--- src/rtl/min_max_pkg.sv ---
// Shared constants and state encodings for the min/max array loader and finder.
// Both blocks import this so they agree on widths and on the Qd bit position.
package min_max_pkg;

    localparam int unsigned WIDTH = 8;
    localparam int unsigned DEPTH = 16;
    localparam int unsigned AW    = 4;

    // One-hot loader states; the bit positions double as the Qi/Qw/Qs/Qwt decode.
    typedef enum logic [3:0] {
        LD_INI   = 4'b0001,
        LD_WRITE = 4'b0010,
        LD_START = 4'b0100,
        LD_WAIT  = 4'b1000
    } loader_state_e;

    localparam int unsigned LD_QI_BIT  = 0;
    localparam int unsigned LD_QW_BIT  = 1;
    localparam int unsigned LD_QS_BIT  = 2;
    localparam int unsigned LD_QWT_BIT = 3;

    // Finder states; Qd is the done state and drives the loader's Finder_Done.
    typedef enum logic [3:0] {
        FD_INI  = 4'b0001,
        FD_LOAD = 4'b0010,
        FD_COMP = 4'b0100,
        FD_DONE = 4'b1000
    } finder_state_e;

    localparam int unsigned FD_QD_BIT = 3;

endpackage

--- src/rtl/min_max_array_loader_if.sv ---
// Load stream, finder read port and finder handshake of the min/max array loader.
interface min_max_array_loader_if;
    import min_max_pkg::*;

    logic             Load_Req;
    logic [WIDTH-1:0] Din;
    logic             Din_Valid;
    logic             Din_Ready;
    logic [AW-1:0]    Rd_Addr;
    logic [WIDTH-1:0] Rd_Data;
    logic             Start_Out;
    logic             Finder_Done;

    modport master (
        output Load_Req, Din, Din_Valid, Rd_Addr, Finder_Done,
        input  Din_Ready, Rd_Data, Start_Out
    );

    modport slave (
        input  Load_Req, Din, Din_Valid, Rd_Addr, Finder_Done,
        output Din_Ready, Rd_Data, Start_Out
    );

endinterface

--- src/rtl/min_max_regfile.sv ---
// DEPTH x WIDTH register array: one synchronous write port, one combinational read port.
// Contents are never reset so they survive a loader Reset.
module min_max_regfile
    import min_max_pkg::*;
(
    input  logic             clk,
    input  logic             we,
    input  logic [AW-1:0]    waddr,
    input  logic [WIDTH-1:0] wdata,
    input  logic [AW-1:0]    raddr,
    output logic [WIDTH-1:0] rdata
);

    logic [WIDTH-1:0] mem_q [DEPTH];

    always_ff @(posedge clk) begin
        if (we) begin
            mem_q[waddr] <= wdata;
        end
    end

    assign rdata = mem_q[raddr];

endmodule

--- src/rtl/min_max_array_loader.sv ---
// Writer side of the min/max finder: fills the array from a valid/ready stream,
// pulses Start to the finder after the last element, then waits for its done state.
module min_max_array_loader
    import min_max_pkg::*;
(
    input  logic                   Clk,
    input  logic                   Reset,
    min_max_array_loader_if.slave  bus,
    output logic [AW-1:0]          W,
    output logic                   Qi,
    output logic                   Qw,
    output logic                   Qs,
    output logic                   Qwt
);

    loader_state_e state_q, state_d;
    logic [AW-1:0] w_q, w_d;
    logic          we;

    always_ff @(posedge Clk or posedge Reset) begin
        if (Reset) begin
            state_q <= LD_INI;
        end else begin
            state_q <= state_d;
        end
    end

    // The write index carries no reset; INI clears it on every clock instead.
    always_ff @(posedge Clk) begin
        w_q <= w_d;
    end

    always_comb begin
        state_d = state_q;
        w_d     = w_q;
        we      = 1'b0;
        case (state_q)
            LD_INI: begin
                w_d = '0;
                if (bus.Load_Req) begin
                    state_d = LD_WRITE;
                end
            end
            LD_WRITE: begin
                if (bus.Din_Valid) begin
                    we  = 1'b1;
                    w_d = w_q + AW'(1);
                    if (w_q == AW'(DEPTH - 1)) begin
                        state_d = LD_START;
                    end
                end
            end
            LD_START: begin
                state_d = LD_WAIT;
            end
            LD_WAIT: begin
                if (bus.Finder_Done) begin
                    state_d = LD_INI;
                end
            end
            default: begin
                state_d = LD_INI;
            end
        endcase
    end

    min_max_regfile u_regfile (
        .clk   (Clk),
        .we    (we),
        .waddr (w_q),
        .wdata (bus.Din),
        .raddr (bus.Rd_Addr),
        .rdata (bus.Rd_Data)
    );

    assign Qi  = state_q[LD_QI_BIT];
    assign Qw  = state_q[LD_QW_BIT];
    assign Qs  = state_q[LD_QS_BIT];
    assign Qwt = state_q[LD_QWT_BIT];
    assign W   = w_q;

    assign bus.Din_Ready = Qw;
    assign bus.Start_Out = Qs;

endmodule

--- src/flat_wrapper.sv ---
// flat-port wrapper written by rule: the top's interface ports become plain ports
module min_max_array_loader_flat import min_max_pkg::*;
  (Clk, Reset, W, Qi, Qw, Qs, Qwt, bus_Load_Req, bus_Din, bus_Din_Valid, bus_Rd_Addr, bus_Finder_Done, bus_Din_Ready, bus_Rd_Data, bus_Start_Out);
  min_max_array_loader_if bus_i ();
  input  logic Clk;
  input  logic Reset;
  output logic [AW-1:0] W;
  output logic Qi;
  output logic Qw;
  output logic Qs;
  output logic Qwt;
  input wire logic [$bits(bus_i.Load_Req)-1:0] bus_Load_Req;
  input wire logic [$bits(bus_i.Din)-1:0] bus_Din;
  input wire logic [$bits(bus_i.Din_Valid)-1:0] bus_Din_Valid;
  input wire logic [$bits(bus_i.Rd_Addr)-1:0] bus_Rd_Addr;
  input wire logic [$bits(bus_i.Finder_Done)-1:0] bus_Finder_Done;
  output wire logic [$bits(bus_i.Din_Ready)-1:0] bus_Din_Ready;
  output wire logic [$bits(bus_i.Rd_Data)-1:0] bus_Rd_Data;
  output wire logic [$bits(bus_i.Start_Out)-1:0] bus_Start_Out;
  assign bus_i.Load_Req = bus_Load_Req;
  assign bus_i.Din = bus_Din;
  assign bus_i.Din_Valid = bus_Din_Valid;
  assign bus_i.Rd_Addr = bus_Rd_Addr;
  assign bus_i.Finder_Done = bus_Finder_Done;
  assign bus_Din_Ready = bus_i.Din_Ready;
  assign bus_Rd_Data = bus_i.Rd_Data;
  assign bus_Start_Out = bus_i.Start_Out;
  min_max_array_loader u_core (.Clk(Clk), .Reset(Reset), .bus(bus_i), .W(W), .Qi(Qi), .Qw(Qw), .Qs(Qs), .Qwt(Qwt));
endmodule
--- config.mk ---
export PLATFORM = sky130hd
export DESIGN_NAME = min_max_array_loader_flat
export DESIGN_NICKNAME = d
export VERILOG_FILES = /design/src/rtl/min_max_pkg.sv /design/src/rtl/min_max_array_loader_if.sv /design/src/rtl/min_max_regfile.sv /design/src/rtl/min_max_array_loader.sv /design/src/flat_wrapper.sv
export SDC_FILE = /design/constraint.sdc
export NUM_CORES = 1
export LEC_CHECK = 0
export ABC_AREA = 0
export CAP_MARGIN = 20
export CORE_MARGIN = 5
export CORE_UTILIZATION = 51
export CTS_CLUSTER_SIZE = 28
export DETAILED_ROUTE_END_ITERATION = 8
export HOLD_SLACK_MARGIN = 0.12
export PLACE_DENSITY = 0.73
export SYNTH_ARGS = -nofsm -noshare
export SYNTH_HDL_FRONTEND = slang
export SYNTH_HIERARCHICAL = 1
export SYNTH_SLANG_ARGS = --single-unit
--- constraint.sdc ---
create_clock -name Clk -period 2.2 [get_ports Clk]
set_clock_uncertainty 0.1 [all_clocks]
set_input_delay 0.22 -clock Clk [delete_from_list [all_inputs] [get_ports Clk]]
set_output_delay 0.22 -clock Clk [all_outputs]
set_load 0.03 [all_outputs]
### Yosys cells after proc, flatten, opt, wreduce, memory -nomap -nowiden

Memory sizes are Yosys's and may differ from the RTL's.
Cells that the tools add are included.

* register bits after elaboration: 8
* memory bits (writable): 128
* memories kept: 1
* output and inout bits: 18
* bits in latches: 0
* bits in read-only memories: 0

* divide/modulo/power cells: 0
* mux-type cells: 11
* multipliers: 0
* equality and inequality tests: 9
* bitwise logic cells: 0
* reduce and logical (&&, ||, !) cells: 3
* shifts and indexed selects: 0
* $add $sub $neg: 1
* order comparisons: 0

Memory list
* u_core.u_regfile.mem_q: depth 16, bits a word 8, rd ports 1, clocked after memory_dff 0, wr ports 1, line min_max_regfile.sv:14 `logic [WIDTH-1:0] mem_q [DEPTH];`

Operators by type and width (number)
* two-way mux 4 bit: 5
* case mux 4 bit (4 select lines): 1
* equality test 4 bit (second input constant): 2
* case mux 4 bit (2 select lines): 1
* != test 2 bit (second input constant): 3
* adder 4 x 1 -> 4 bit (second input constant): 1
* equality test 4 x 1 -> 1 bit (second input constant): 1
* equality test 4 x 2 -> 1 bit (second input constant): 1
* equality test 4 x 3 -> 1 bit (second input constant): 1
* two-way mux 1 bit: 4
* AND reduction 4 bit: 1
* != test 2 x 1 -> 1 bit (second input constant): 1
* AND reduction 2 bit: 1
* nonzero test 2 bit: 1

### Depth between registers and ports, before layout

Gate-level depths: netlist of the first run.

* depth after elaboration: 4
* gate-level depth with buffers: 5

### By module

The synthesis of the first run kept the hierarchy.

Modules (own cells, without submodules)
* min_max_regfile: cells each 221, instances 1, area each 4987.3 µm², sequential area each 3843.7 µm²
* min_max_array_loader: cells each 38, instances 1, area each 417.9 µm², sequential area each 221.5 µm²

### Worst setup path after synthesis of the first run

OpenSTA, ideal clock, no wires.

* path kind: register to register
* start: register u_core.state_q[1]
* end: memory u_core.u_regfile.mem_q[0][0], enable pin
* arrival: 2.141 ns
* path buffers: 0
* clock period less this slack: 2.625 ns
* cell stages (with the launch flop): 5
* data required time: 1.717 ns
* slack: -0.425 ns
* path through: dfrtp_1 > nor2b_4 > and3_1 > or3b_2 > nor3_1

* longest elaborated chain between the ends: 4

Ends and longest elaborated chain
* start: declaration: line min_max_array_loader.sv:16 `loader_state_e state_q, state_d;`
* start signal: assignment: line min_max_array_loader.sv:24 `state_q <= state_d;`
* equality test 4 x 2 -> 1 bit: line min_max_array_loader.sv:37 `case (state_q)`
* two-way mux 1 bit: line min_max_array_loader.sv:37
* net u_core.we: line min_max_array_loader.sv:18 `logic we;`
* two-way mux 1 bit: line min_max_regfile.sv:17 `if (we) begin`
* two-way mux 1 bit (not written as such): line min_max_regfile.sv:18 `mem_q[waddr] <= wdata;`
* end: declaration: line min_max_regfile.sv:14

The timed path passes the listed nets, and every way through them passes these cells.

### Worst setup path after layout of the first run

* start: memory u_core.u_regfile.mem_q[2][4]
* end: output port bus_Rd_Data[4]

* longest elaborated chain between the ends: 1

Ends and longest elaborated chain
* memory read (16 x 8 bit)
* end: declaration: line flat_wrapper.sv:18 `output wire logic [$bits(bus_i.Rd_Data)-1:0] bus_Rd_Data;`

Every way passes these cells.

==> flow_metrics.tcl, run 1 <==
set metrics [dict create \
    crit_arrival_ns 1.84 \
    p_leak_nw 2.320 \
    first_pass_iters 4 \
    drv_slew 0 \
    clkTransAtPathRegs_ns 0.06 \
    tns_ns 0 \
    hold_path.class "input pin to flop" \
    cp-start-kind "flop" \
    setup_ws_ns 0.04446 \
    hold_path.startpoint "bus_Finder_Done" \
    remaining_drc_errors 0 \
    fillers 669 \
    synth_warnings 6 \
    fmax_mhz 463.9 \
    tightest_slew_ns 0.6085 \
    final_cell_mix "edfxtp_1 (132), buf_4 (35), mux4_2 (30)" \
    num_vias 2794 \
    grt_pass1_vias 2985 \
    grt_pass1_wl_mm 17.08 \
    relSlewSlack 0.5931 \
    synthCells 259 \
    yosysUniqueCellTypes 34 \
    syn_area_um2 5405 \
    clock_path_buffers 2 \
    ys_ff_latch 136 \
    syn_nets 277 \
    antenna_left 0 \
    grt_antenna_before_repair 0 \
    htree_levels 4 \
    worst-r2r-setup-slack_ns 0.10 \
    powerDensity_nw_per_um2 982.8 \
    drive_gt1_frac 0.3904 \
    irDropWorstVdd_uv 653.4 \
    nets 361 \
    cp.required_ns 1.88 \
    portBuffers 34 \
    final_common_cell "edfxtp_1" \
    ioPinCount 35 \
    root_buffer "clkbuf_8" \
    synth_seq_area_share 0.7521 \
    overflow 0 \
    num_rows 37 \
    rsz0062_at_grt "yes" \
    fin_total_pwr_w 0.006780 \
    setup_viol 0 \
    r2r-start "u_core/state_q[1]$_DFFE_PP0P_" \
    start_util 0.5236 \
    worstPathMaxFanout 1 \
    place_ws_ns -0.2998 \
    critPathKind "flop to primary output" \
    viasPerCell 5.679 \
    drt-initial-drc-count 231 \
    clock-sinks 136 \
    grt_usage 0.1815 \
    drv_cap 0 \
    coreArea_um2 10320 \
    grt_start_max_net_pins 22 \
    avgSynthCellArea_um2 20.87 \
    wl_per_cell_um 22.33 \
    die_w_um 113.0 \
    cts_tree "yes" \
    dp_hpwl_mm 6.792 \
    n_antenna_cell 0 \
    cp-end-kind "primary output" \
    whs_path_depth 4 \
    hold_viol 0 \
    finalCriticalPeriod_ns 2.156 \
    area_delta_synth_final_pct 27.62 \
    status "completed" \
    reg2reg_depth 5 \
    gp_congestion 0.7482 \
    cp-startpoint "u_core/u_regfile/mem_q[2][4]$_DFFE_PP_" \
    worstSkewPairLatency_ns 0.50 \
    wl_mm 10.99 \
    period_share 0.9798 \
    cts_buffers 17 \
    die_h_um 113.0 \
    dieArea_um2 12760 \
]
==> synth_stat cells, drive strengths merged <==
library cell	number	area share
a211oi	1	0.0014
a21oi	2	0.0019
a22oi	16	0.022
and2	1	0.0012
and2b	2	0.0030
and3	2	0.0023
and3b	1	0.0016
buf	9	0.013
clkdlybuf4s25	3	0.0056
dfrtp	3	0.014
dfstp	1	0.0049
edfxtp	132	0.73
ha	1	0.0023
inv	1	0.00069
mux4	32	0.14
nand2	11	0.0076
nand2b	3	0.0035
nand3	2	0.0019
nand3b	2	0.0028
nand4	1	0.0012
nor2	19	0.013
nor2b	2	0.0037
nor3	6	0.0056
o21ai	1	0.00093
o31ai	1	0.0023
o32a	1	0.0021
or3b	1	0.0016
xnor2	1	0.0016
xor2	1	0.0016
==> worst paths after layout <==
check	end
min in group asynchronous	u_core/state_q[2]$_DFFE_PP0P_
max in group asynchronous	u_core/state_q[0]$_DFFE_PP1P_
hold reg to reg	u_core/state_q[3]$_DFFE_PP0P_
hold / removal	u_core/state_q[3]$_DFFE_PP0P_
setup reg to reg	u_core/u_regfile/mem_q[0][0]$_DFFE_PP_
setup / recovery	bus_Rd_Data[4]
==> cells by family after synthesis <==
| group | synth area share |
|---|---|
| compound gates | 0.03079 |
| xor+xnor | 0.003241 |
| fa+ha+maj | 0.002314 |
| buf+inv | 0.01944 |
| flops | 0.7521 |
| mux | 0.1431 |
| simple gates | 0.04908 |
==> registers in the layout (all words and copies together) (netlist names) <==
signal	cells
u_core/W	4
u_core/u_regfile/mem_q	128
u_core/state_q	4
==> critical path, stage by stage, from the launching register on <==
cell and delay [ns]:
edfxtp_1 0.38, mux4_2 0.48, a22oi_2 0.21, nand2_2 0.11
buf_6 0.15
==> metal layers <==
metal | wire length [µm] | up-vias | GRT usage
met5 | 0 | - | 0
met4 | 98 | 0 | 0.04968
met3 | 484 | 9 | 0.04439
met2 | 5536 | 95 | 0.2954
met1 | 4868 | 1444 | 0.2478
li1 | - | 1246 | -
==> area by class of cell <==
class / count / area, µm² / share of cell area
multi-input cells: 110 / 1291 / 0.1872
clock inverters: 13 / 173.9 / 0.02521
flip-flops and latches: 136 / 4066 / 0.5895
repair buffers: 77 / 770.7 / 0.1117
clock buffers: 19 / 421.7 / 0.06113
well taps: 136 / 170.2 / 0.02467
inverters: 1 / 3.754 / 0.0005442
==> stage by stage <==
| stage | std cells | cell area (µm²) | utilization | hold slack, ns |
|---|---|---|---|---|
| floorplan | 259 | 5430 | - | -0.1147 |
| global placement | 453 | 6200 | 0.6005 | 0.3169 |
| detailed placement | 453 | 6200 | 0.6005 | 0.3193 |
| CTS | 488 | 6843 | 0.6628 | 0.2862 |
| global route | 492 | 6898 | 0.6682 | 0.3292 |
| finish | 492 | 6898 | 0.6682 | 0.3285 |
==> repair_timing <==
action | in CTS | in global routing
pin swaps | 6 | 6
gates cloned | 1 | 0
hold buffers | 1 | 0
buffers inserted | 1 | 4
gates resized for setup | 50 | 19
endpoints found under the hold margin | 4 | 0
endpoints found under the setup margin | 9 | 8
==> where the power goes <==
part,leakage [nW],switching (W),internal (W),total [W]
Clock,0.279,0.00105,0.00174,0.00279
Combinational,0.799,0.000518,0.000434,0.000952
Sequential,1.24,0.0000841,0.00296,0.00304
Power figures use the tool's default switching activity.
==> inputs of run 2 (changes only) <==
Settings changed: CTS_BUF_LIST set to sky130_fd_sc_hd__clkbuf_2 sky130_fd_sc_hd__clkbuf_4 sky130_fd_sc_hd__clkbuf_8.
==> flow_metrics.tcl, run 2 (synthesis results as in run 1) <==
set metrics [dict create \
    status "completed" \
    wl_per_cell_um 22.15 \
    setup_viol 0 \
    final_common_cell "edfxtp_1" \
    ioPinCount 35 \
    drv_slew 0 \
    power_frac_comb 0.145 \
    htree_levels 4 \
    finalCriticalPeriod_ns 2.158 \
    relSlewSlack 0.6042 \
    top_register "u_core/u_regfile/mem_q" \
    dieArea_um2 12760 \
    viasPerCell 5.692 \
    hold_ws_ns 0.3967 \
    hold_path.class "input pin to flop" \
    fmax_mhz 463.5 \
    clock_power_share 0.349 \
    largest_register_ffs 128 \
    worstSkewPairLatency_ns 0.42 \
    crit_chain "buf_2, buf_12, buf_12, buf_4, mux4_1, a22oi_2, nand2_1, buf_4" \
    cp-start-kind "input pin" \
    nets 359 \
    cts_buffers 17 \
    whs_path_depth 4 \
    p_leak_nw 2.271 \
    crit_cells 8 \
    gp_congestion 0.7482 \
    cts_tree "yes" \
    drt-initial-drc-count 204 \
    num_rows 37 \
    wl_mm 10.86 \
    rsz0062_at_grt "yes" \
    crit_arrival_ns 1.84 \
    reg2reg_depth 5 \
    clock_path_buffers 2 \
    coreArea_um2 10320 \
    clock-sinks 136 \
    final_cell_mix "edfxtp_1 (132), buf_4 (32), clkdlybuf4s50_1 (24)" \
    grt_pass1_wl_mm 16.65 \
    worstPathMaxFanout 11 \
    p_sw_w 0.001534 \
    path_buf_inv 5 \
    cp-end-kind "primary output" \
    critPathTopFamily "buffers and inverters" \
    critPathKind "input pin to primary output" \
    slowest_delay_ns 0.58 \
    cell_internal_pwr_w 0.004507 \
    grt_usage 0.1779 \
    root_buffer "clkbuf_8" \
    drv_cap 0 \
    period_share 0.9807 \
    grt_pass1_vias 2969 \
    tns_ns 0 \
    dp_hpwl_mm 6.792 \
    start_util 0.5236 \
    tightest_slew_ns 0.5919 \
    die_w_um 113.0 \
    die_h_um 113.0 \
    hold_viol 0 \
    overflow 0 \
    irDropWorstVdd_uv 609.0 \
    cp.required_ns 1.88 \
    portBuffers 34 \
    grt_start_max_net_pins 22 \
    cp_slowest_cell "mux4_1" \
    first_pass_iters 4 \
    antenna_left 0 \
    pwr-share-seq 0.506 \
    switching_share 0.2539 \
    powerDensity_nw_per_um2 902.0 \
    area_delta_synth_final_pct 23.91 \
    remaining_drc_errors 0 \
    clkTransAtPathRegs_ns 0.07 \
    grt_antenna_before_repair 0 \
    num_vias 2789 \
    drive_gt1_frac 0.3418 \
    n_antenna_cell 0 \
]
[run 2: changes by cell type in the layout (fill, tap and decap cells not counted), sizes merged]
cell	before	now
buf	49	47
[run 2: layout make-up]
type | instances | area [µm²]
sequential | 136 | 4066
clock buffer | 19 | 249.0
fill | 685 | 3626
clock inverter | 13 | 173.9
tap | 136 | 170.2
multi-input combinational | 110 | 1282
timing repair buffer | 75 | 752.0
inverter | 1 | 3.754
[run 2: what timing repair did]
item,4_1_cts,5_1_grt
setup endpoints to repair,8,9
gates resized for setup,33,9
hold buffers,1,0
cloned,1,1
hold endpoints to repair,4,0
buffers inserted,0,2
pin swaps,1,3
[run 2: path summary, 6_finish.rpt]
check | from | end | slack (ns)
max in group asynchronous | Reset | u_core/state_q[0]$_DFFE_PP1P_ | 1.35
min in group asynchronous | Reset | u_core/state_q[2]$_DFFE_PP0P_ | 0.42
min reg2reg | u_core/state_q[1]$_DFFE_PP0P_ | u_core/state_q[3]$_DFFE_PP0P_ | 0.42
max reg2reg | u_core/state_q[1]$_DFFE_PP0P_ | u_core/u_regfile/mem_q[0][0]$_DFFE_PP_ | 0.23
max | bus_Rd_Addr[0] | bus_Rd_Data[5] | 0.04
min | bus_Finder_Done | u_core/state_q[3]$_DFFE_PP0P_ | 0.40
[run 2: layer usage]
layer	track usage	up-vias	share of wire
li1	-	1248	-
met1	0.2349	1419	0.41
met2	0.2907	106	0.52
met3	0.04332	16	0.059
met4	0.06410	0	0.016
met5	0	-	0
[run 2: worst reg2reg max path: stages, from the launching register on]
cell and delay, ns:
dfrtp_2 0.42, nor2b_4 0.22, and3_1 0.19, or3b_4 0.43
nor3_4 0.16, buf_12 0.16
[run 2: stage by stage]
step / total power [W] / instances / setup slack [ns] / area, µm² / util
2_1_floorplan: 0.003597 / 259 / 0.009877 / 5430 / -
3_3_place_gp: 0.003933 / 453 / -0.2921 / 6200 / 0.6005
3_5_place_dp: 0.003949 / 453 / -0.2998 / 6200 / 0.6005
4_1_cts: 0.006046 / 487 / -0.05231 / 6651 / 0.6443
5_1_grt: 0.006292 / 490 / -0.04356 / 6698 / 0.6488
6_report: 0.006041 / 490 / 0.04245 / 6698 / 0.6488
[run 2: power groups by stage]
stage	clock, W	combinational (W)	sequential [W]
2_1_floorplan	0	0.000377	0.00322
3_3_place_gp	0	0.000805	0.00313
3_5_place_dp	0	0.000817	0.00313
4_1_cts	0.00214	0.000827	0.00308
5_1_grt	0.00228	0.000939	0.00308
6_report	0.00211	0.000874	0.00306
==> inputs of run 3 (changes only) <==
Settings changed: SLEW_MARGIN set to 10.
==> results of run 3 <==
Same layout as run 2: the final DEF is identical, and so are final timing and power.
